File: config.mk
export PLATFORM = sky130hd
export DESIGN_NAME = ov7670_config_seq
export DESIGN_NICKNAME = d
export VERILOG_FILES = /design/src/rtl/ov7670_config_seq.sv
export SDC_FILE = /design/constraint.sdc
export NUM_CORES = 1
export LEC_CHECK = 0
export ABC_AREA = 1
export ABC_CLOCK_PERIOD_IN_PS = 2200
export BUFFER_PORTS_ARGS = -buffer_cell sky130_fd_sc_hd__buf_2
export CAP_MARGIN = 20
export CORE_UTILIZATION = 59
export DETAILED_ROUTE_END_ITERATION = 7
export PLACE_DENSITY = 0.85
export SYNTH_ARGS = -nofsm -noshare
export SYNTH_HDL_FRONTEND = slang
export SYNTH_SLANG_ARGS = --single-unit
File: constraint.sdc
create_clock -name clk -period 2.2 [get_ports clk]
set_input_delay 0.22 -clock clk [delete_from_list [all_inputs] [get_ports clk]]
set_output_delay 0.22 -clock clk [all_outputs]
set_load 0.02 [all_outputs]
File: src/rtl/ov7670_config_seq.sv
// Walks the OV7670 configuration ROM and issues one SCCB register write per entry.
// Optional NACK retry per entry is enabled by defining CFG_SEQ_RETRY_EN.
module ov7670_config_seq #(
   parameter int unsigned CLK_FREQ_HZ = 25_000_000,
   parameter int unsigned DELAY_MS    = 10,
   parameter logic [7:0]  SCCB_ID     = 8'h42,
   parameter int unsigned MAX_RETRY   = 3
) (
   input  logic        clk,
   input  logic        rst_n,
   input  logic        start,
   output logic [7:0]  rom_addr,
   input  logic [15:0] rom_data,
   output logic        sccb_start,
   output logic [7:0]  sccb_id,
   output logic [7:0]  sccb_reg,
   output logic [7:0]  sccb_val,
   input  logic        sccb_ready,
   input  logic        sccb_done,
   input  logic        sccb_nack,
   output logic        busy,
   output logic        done,
   output logic        error
);

   localparam int unsigned DELAY_CYC = (CLK_FREQ_HZ / 1000) * DELAY_MS;
   localparam int unsigned CNT_W     = (DELAY_CYC < 1) ? 1 : $clog2(DELAY_CYC + 1);

   localparam logic [15:0] WORD_END   = 16'hFFFF;
   localparam logic [15:0] WORD_DELAY = 16'hFFF0;

   typedef enum logic [2:0] {
      S_IDLE, S_FETCH, S_DECODE, S_WAIT_RDY, S_WAIT_DONE, S_DELAY, S_NEXT, S_DONE
   } state_t;

   state_t             state_q, state_d;
   logic [7:0]         rom_addr_q, rom_addr_d;
   logic               sccb_start_q, sccb_start_d;
   logic [7:0]         sccb_reg_q, sccb_reg_d;
   logic [7:0]         sccb_val_q, sccb_val_d;
   logic               busy_q, busy_d;
   logic               done_q, done_d;
   logic               error_q, error_d;
   logic [CNT_W-1:0]   cnt_q, cnt_d;

`ifdef CFG_SEQ_RETRY_EN
   localparam int unsigned RTY_W = (MAX_RETRY < 1) ? 1 : $clog2(MAX_RETRY + 1);
   logic [RTY_W-1:0]   retry_q, retry_d;
`else
   logic               nack_unused;
   assign nack_unused = sccb_nack;
`endif

   always_comb begin
      state_d      = state_q;
      rom_addr_d   = rom_addr_q;
      sccb_start_d = 1'b0;
      sccb_reg_d   = sccb_reg_q;
      sccb_val_d   = sccb_val_q;
      busy_d       = busy_q;
      done_d       = done_q;
      error_d      = error_q;
      cnt_d        = cnt_q;
`ifdef CFG_SEQ_RETRY_EN
      retry_d      = retry_q;
`endif
      case (state_q)
         S_IDLE: begin
            if (start) begin
               rom_addr_d = 8'd0;
               busy_d     = 1'b1;
               done_d     = 1'b0;
               error_d    = 1'b0;
               state_d    = S_FETCH;
            end
         end
         // rom_data reflects rom_addr only one cycle after it changes
         S_FETCH: state_d = S_DECODE;
         S_DECODE: begin
            if (rom_data == WORD_END) begin
               state_d = S_DONE;
            end else if (rom_data == WORD_DELAY) begin
               cnt_d   = CNT_W'(DELAY_CYC);
               state_d = S_DELAY;
            end else begin
               sccb_reg_d = rom_data[15:8];
               sccb_val_d = rom_data[7:0];
`ifdef CFG_SEQ_RETRY_EN
               retry_d    = '0;
`endif
               state_d    = S_WAIT_RDY;
            end
         end
         S_WAIT_RDY: begin
            if (sccb_ready) begin
               sccb_start_d = 1'b1;
               state_d      = S_WAIT_DONE;
            end
         end
         S_WAIT_DONE: begin
            if (sccb_done) begin
`ifdef CFG_SEQ_RETRY_EN
               if (!sccb_nack) begin
                  state_d = S_NEXT;
               end else if (retry_q < RTY_W'(MAX_RETRY)) begin
                  retry_d = retry_q + RTY_W'(1);
                  state_d = S_WAIT_RDY;
               end else begin
                  error_d = 1'b1;
                  busy_d  = 1'b0;
                  done_d  = 1'b0;
                  state_d = S_IDLE;
               end
`else
               state_d = S_NEXT;
`endif
            end
         end
         // Leaves after exactly DELAY_CYC cycles: exits on the cycle the count reads 1
         S_DELAY: begin
            cnt_d = (cnt_q == '0) ? '0 : cnt_q - CNT_W'(1);
            if (cnt_q <= CNT_W'(1)) state_d = S_NEXT;
         end
         S_NEXT: begin
            if (rom_addr_q == 8'hFF) begin
               state_d = S_DONE;
            end else begin
               rom_addr_d = rom_addr_q + 8'd1;
               state_d    = S_FETCH;
            end
         end
         S_DONE: begin
            busy_d  = 1'b0;
            done_d  = 1'b1;
            state_d = S_IDLE;
         end
         default: state_d = S_IDLE;
      endcase
   end

   always_ff @(posedge clk or negedge rst_n) begin
      if (!rst_n) begin
         state_q      <= S_IDLE;
         rom_addr_q   <= 8'd0;
         sccb_start_q <= 1'b0;
         sccb_reg_q   <= 8'd0;
         sccb_val_q   <= 8'd0;
         busy_q       <= 1'b0;
         done_q       <= 1'b0;
         error_q      <= 1'b0;
         cnt_q        <= '0;
`ifdef CFG_SEQ_RETRY_EN
         retry_q      <= '0;
`endif
      end else begin
         state_q      <= state_d;
         rom_addr_q   <= rom_addr_d;
         sccb_start_q <= sccb_start_d;
         sccb_reg_q   <= sccb_reg_d;
         sccb_val_q   <= sccb_val_d;
         busy_q       <= busy_d;
         done_q       <= done_d;
         error_q      <= error_d;
         cnt_q        <= cnt_d;
`ifdef CFG_SEQ_RETRY_EN
         retry_q      <= retry_d;
`endif
      end
   end

   assign rom_addr   = rom_addr_q;
   assign sccb_start = sccb_start_q;
   assign sccb_id    = SCCB_ID;
   assign sccb_reg   = sccb_reg_q;
   assign sccb_val   = sccb_val_q;
   assign busy       = busy_q;
   assign done       = done_q;
   assign error      = error_q;

endmodule

==> impl_results.md <==
- Status: completed
- Synth Area per Inst: between 7 and 8 sq um
- Setup slack, reg-to-reg: approximately 0.42 ns
- Reg clk slew, reported paths: approximately 0.10 ns
- Yosys top cell by area: dfrtp_1
- Maximum VDD drop: about 640 uV
- Sw Share: between 40% and 50%
- Final setup vio count: 0
- Largest family of logic cells by synthesized area: simple AND/OR/NAND/NOR gates
- Setup bufs post-CTS: 0
- DRT iter0 DRCs: ~220
- I/O pin count: between 50 and 60
- Final Hold Vio Count: 0
- Filler instances: 369
- Fin Clk Skew: approximately 0.013 ns
- Yosys warns: 0
- ANT nets after route: 0
- Row Count: 24
- Mapped Area: approximately 0.0028 sq mm
- Largest net degree at the start of global routing: 26
- Vias in the first global route: between 2000 and 2500
- Worst-path maximum fanout: 17
- Routed vias: between 2000 and 3000
- CTS Hold Bufs: 1
- HP Class: in -> reg
- Multi-input logic area: around 0.0014 sq mm
- Seq pwr share: 38.1%
- DPL Wire Length: about 4200 um
- Reg with most FFs: cnt_q
- Setup_tns: 0 ns
- Seq/Total Area, Yosys: a little over two fifths
- Net switching power: around 1.8 mW
- RSZ-0062 raised after global routing: no
- Grt total ovfl: 0
- Die Ht: between 70 and 80 um
- PostCTS Resize Cnt: 0
- Commonest non-fill, non-tap cells in the layout: 95 x nand2_1, 48 x dfrtp_1, 47 x buf_2, 46 x nand3_1, 45 x nor2_1
- GRT Resource Usage Total: 25.4%
- Average vias per placed instance: 5.39
- Area share of the largest cell type after synthesis: ~42%
- Initial Utilization: between 60 and 70%
- Leak: around 1.6 nW
- Compound-Gate Fraction of Synth Area: 8.71%
- Commonest non-fill, non-tap cell in the layout: nand2_1
- Synth Area in XOR/XNOR: about 1.2%
- # H-tree levels: 2
- DRC: 0
- Clock Sinks: 48
- Pre-CTS setup slack: approximately 0.45 ns
- Detailed Routing Iterations Pass 1: 4
- Cells after Synth: ~380
- Clk pwr share: ~17%
- Max Cap Violations: 0
- Nets@finish: ~450
- #FFs+latches synth: 48
- Worst Tran Pin Value: ~0.57 ns
- TritonCTS clock tree: done
- Post-route core utilization: between 70% and 80%
- Power Dens Cells: approximately 1300 mW/mm^2
- Crit path kind: reg -> reg
- Mux contribution to synthesized area: 0%
- WHS: between 0.15 and 0.2 ns
- Simple-gate share of the synthesized area: 35.4%
- Core area: roughly 0.0045 sq mm
- Area grow syn2layout: 12.2%
- IO Port Bufs: between 40 and 50
- Fin. max-slew vios: 0
- Combinational fraction of design power: between 40% and 50%
- Worst Setup Start Kind: register
- Crit end category: register
- Share of cells above drive strength 1: 20.9%
- Fmax: between 500 and 600 MHz
- Worst EP arrival: around 2.0 ns
- CTS buffer count: 5
- Die X-Extent: a little over 70 um
- Worst-skew pair later-pin latency: between 0.3 and 0.4 ns
- Final wirelength: 5860 um
- Initial antenna violation count: 0
- Worst Path Required: roughly 2.4 ns
- Minimum clock period: ~1.8 ns
- Max reg flops: 18
- Final WS setup: approximately 0.42 ns
- Worst slew margin: between 60% and 70%
- GPL Wtd Cong: between 0.8 and 0.9
- Global-route wire length before repair: between 10000 and 15000 um
- Synth Area in Adders: ~1.3%
- CTS Buffer Depth: 2
- Tcrit/Tclk final: 81.0%
- Register area: approximately 0.0012 sq mm
- Top cells by area, synth: dfrtp_1 42%, nand2_1 13%, nand3_1 8.1%
- Die Area: about 0.0051 sq mm
- Routed WL per cell: between 10 and 15 um
- Root buf cell: clkbuf_8
- Ant diodes: 0
- Unique masters post-synth: 35
- Power Internal: 2.22 mW
## final timing paths
path | depth (start not counted) | end | start
worst max-delay path | 9 | cnt_q[7] | cnt_q[0]
worst min-delay path | 3 | sccb_reg[4] | rom_data[12]
worst max register to register | 9 | cnt_q[7] | cnt_q[0]
worst min register to register | 2 | sccb_val[6] | sccb_val[6]
max in group asynchronous | 3 | cnt_q[17] | rst_n
min in group asynchronous | 2 | sccb_val[5] | rst_n
## power groups by stage
stage          sequential [mW]  clock, mW  combinational (mW)
5_1_grt                   1.58      0.721                2.06
6_report                  1.53      0.682                1.80
4_1_cts                   1.52      0.696                1.81
2_1_floorplan             1.71          0                1.21
3_3_place_gp              1.52          0                1.74
3_5_place_dp              1.53          0                1.80
## worst max-delay path: stages (launching register included)
cell     delay (ns)
dfrtp_1        0.42
inv_1          0.14
ha_1           0.22
nand2_2        0.14
nor2_4         0.20
nand3_4        0.22
nand3_1        0.15
nand2_1        0.05
o21ai_0        0.09
inv_1          0.05
## per-layer routing
layer	share of wire (%)	up-vias	global-route usage [%]
met5	0	-	0
met4	1.0	0	8.67
met3	4.6	4	4.36
met2	51	82	45.2
met1	43	1194	31.3
li1	-	1290	-
## cells in the mapped netlist (all sizes together)
cell,n
o21a,1
a21o,2
nor3,4
o21ai,24
nand3,48
xnor2,1
inv,43
conb,2
xor2,3
buf,17
or2,1
dfrtp,48
a21oi,9
a21boi,1
nand4,13
nor2,51
nand3b,1
o22ai,2
ha,3
nand2,102
## through the flow
stage                     area (sq um)  cells  power [mW]
after floorplan                   2870    383        2.92
after global placement            3060    468        3.26
after detailed placement          3060    468        3.33
after CTS                         3190    477        4.03
after global routing              3190    477        4.35
final                             3190    477        4.02
## final cells by class
| class | instances | share of cell area (%) |
|---|---|---|
| multi-input cells | 275 | 42.6 |
| flip-flops and latches | 48 | 37.6 |
| repair buffers | 51 | 8.78 |
| inverters | 43 | 5.14 |
| clock buffers | 6 | 2.59 |
| well taps | 52 | 2.04 |
| clock inverters | 2 | 1.22 |
## cell families (layout without fill, tap and decap cells)
logic type                 Yosys count  in the layout
other                                2              9
xor gates and xnor gates             4              4
buffers and inverters               60            102
and+or+nand+nor                    220            220
adders and majority gates            3              3
AOI/OAI and AO/OA                   39             39
DFF                                 48             48
(Power assumes the default switching activity.)
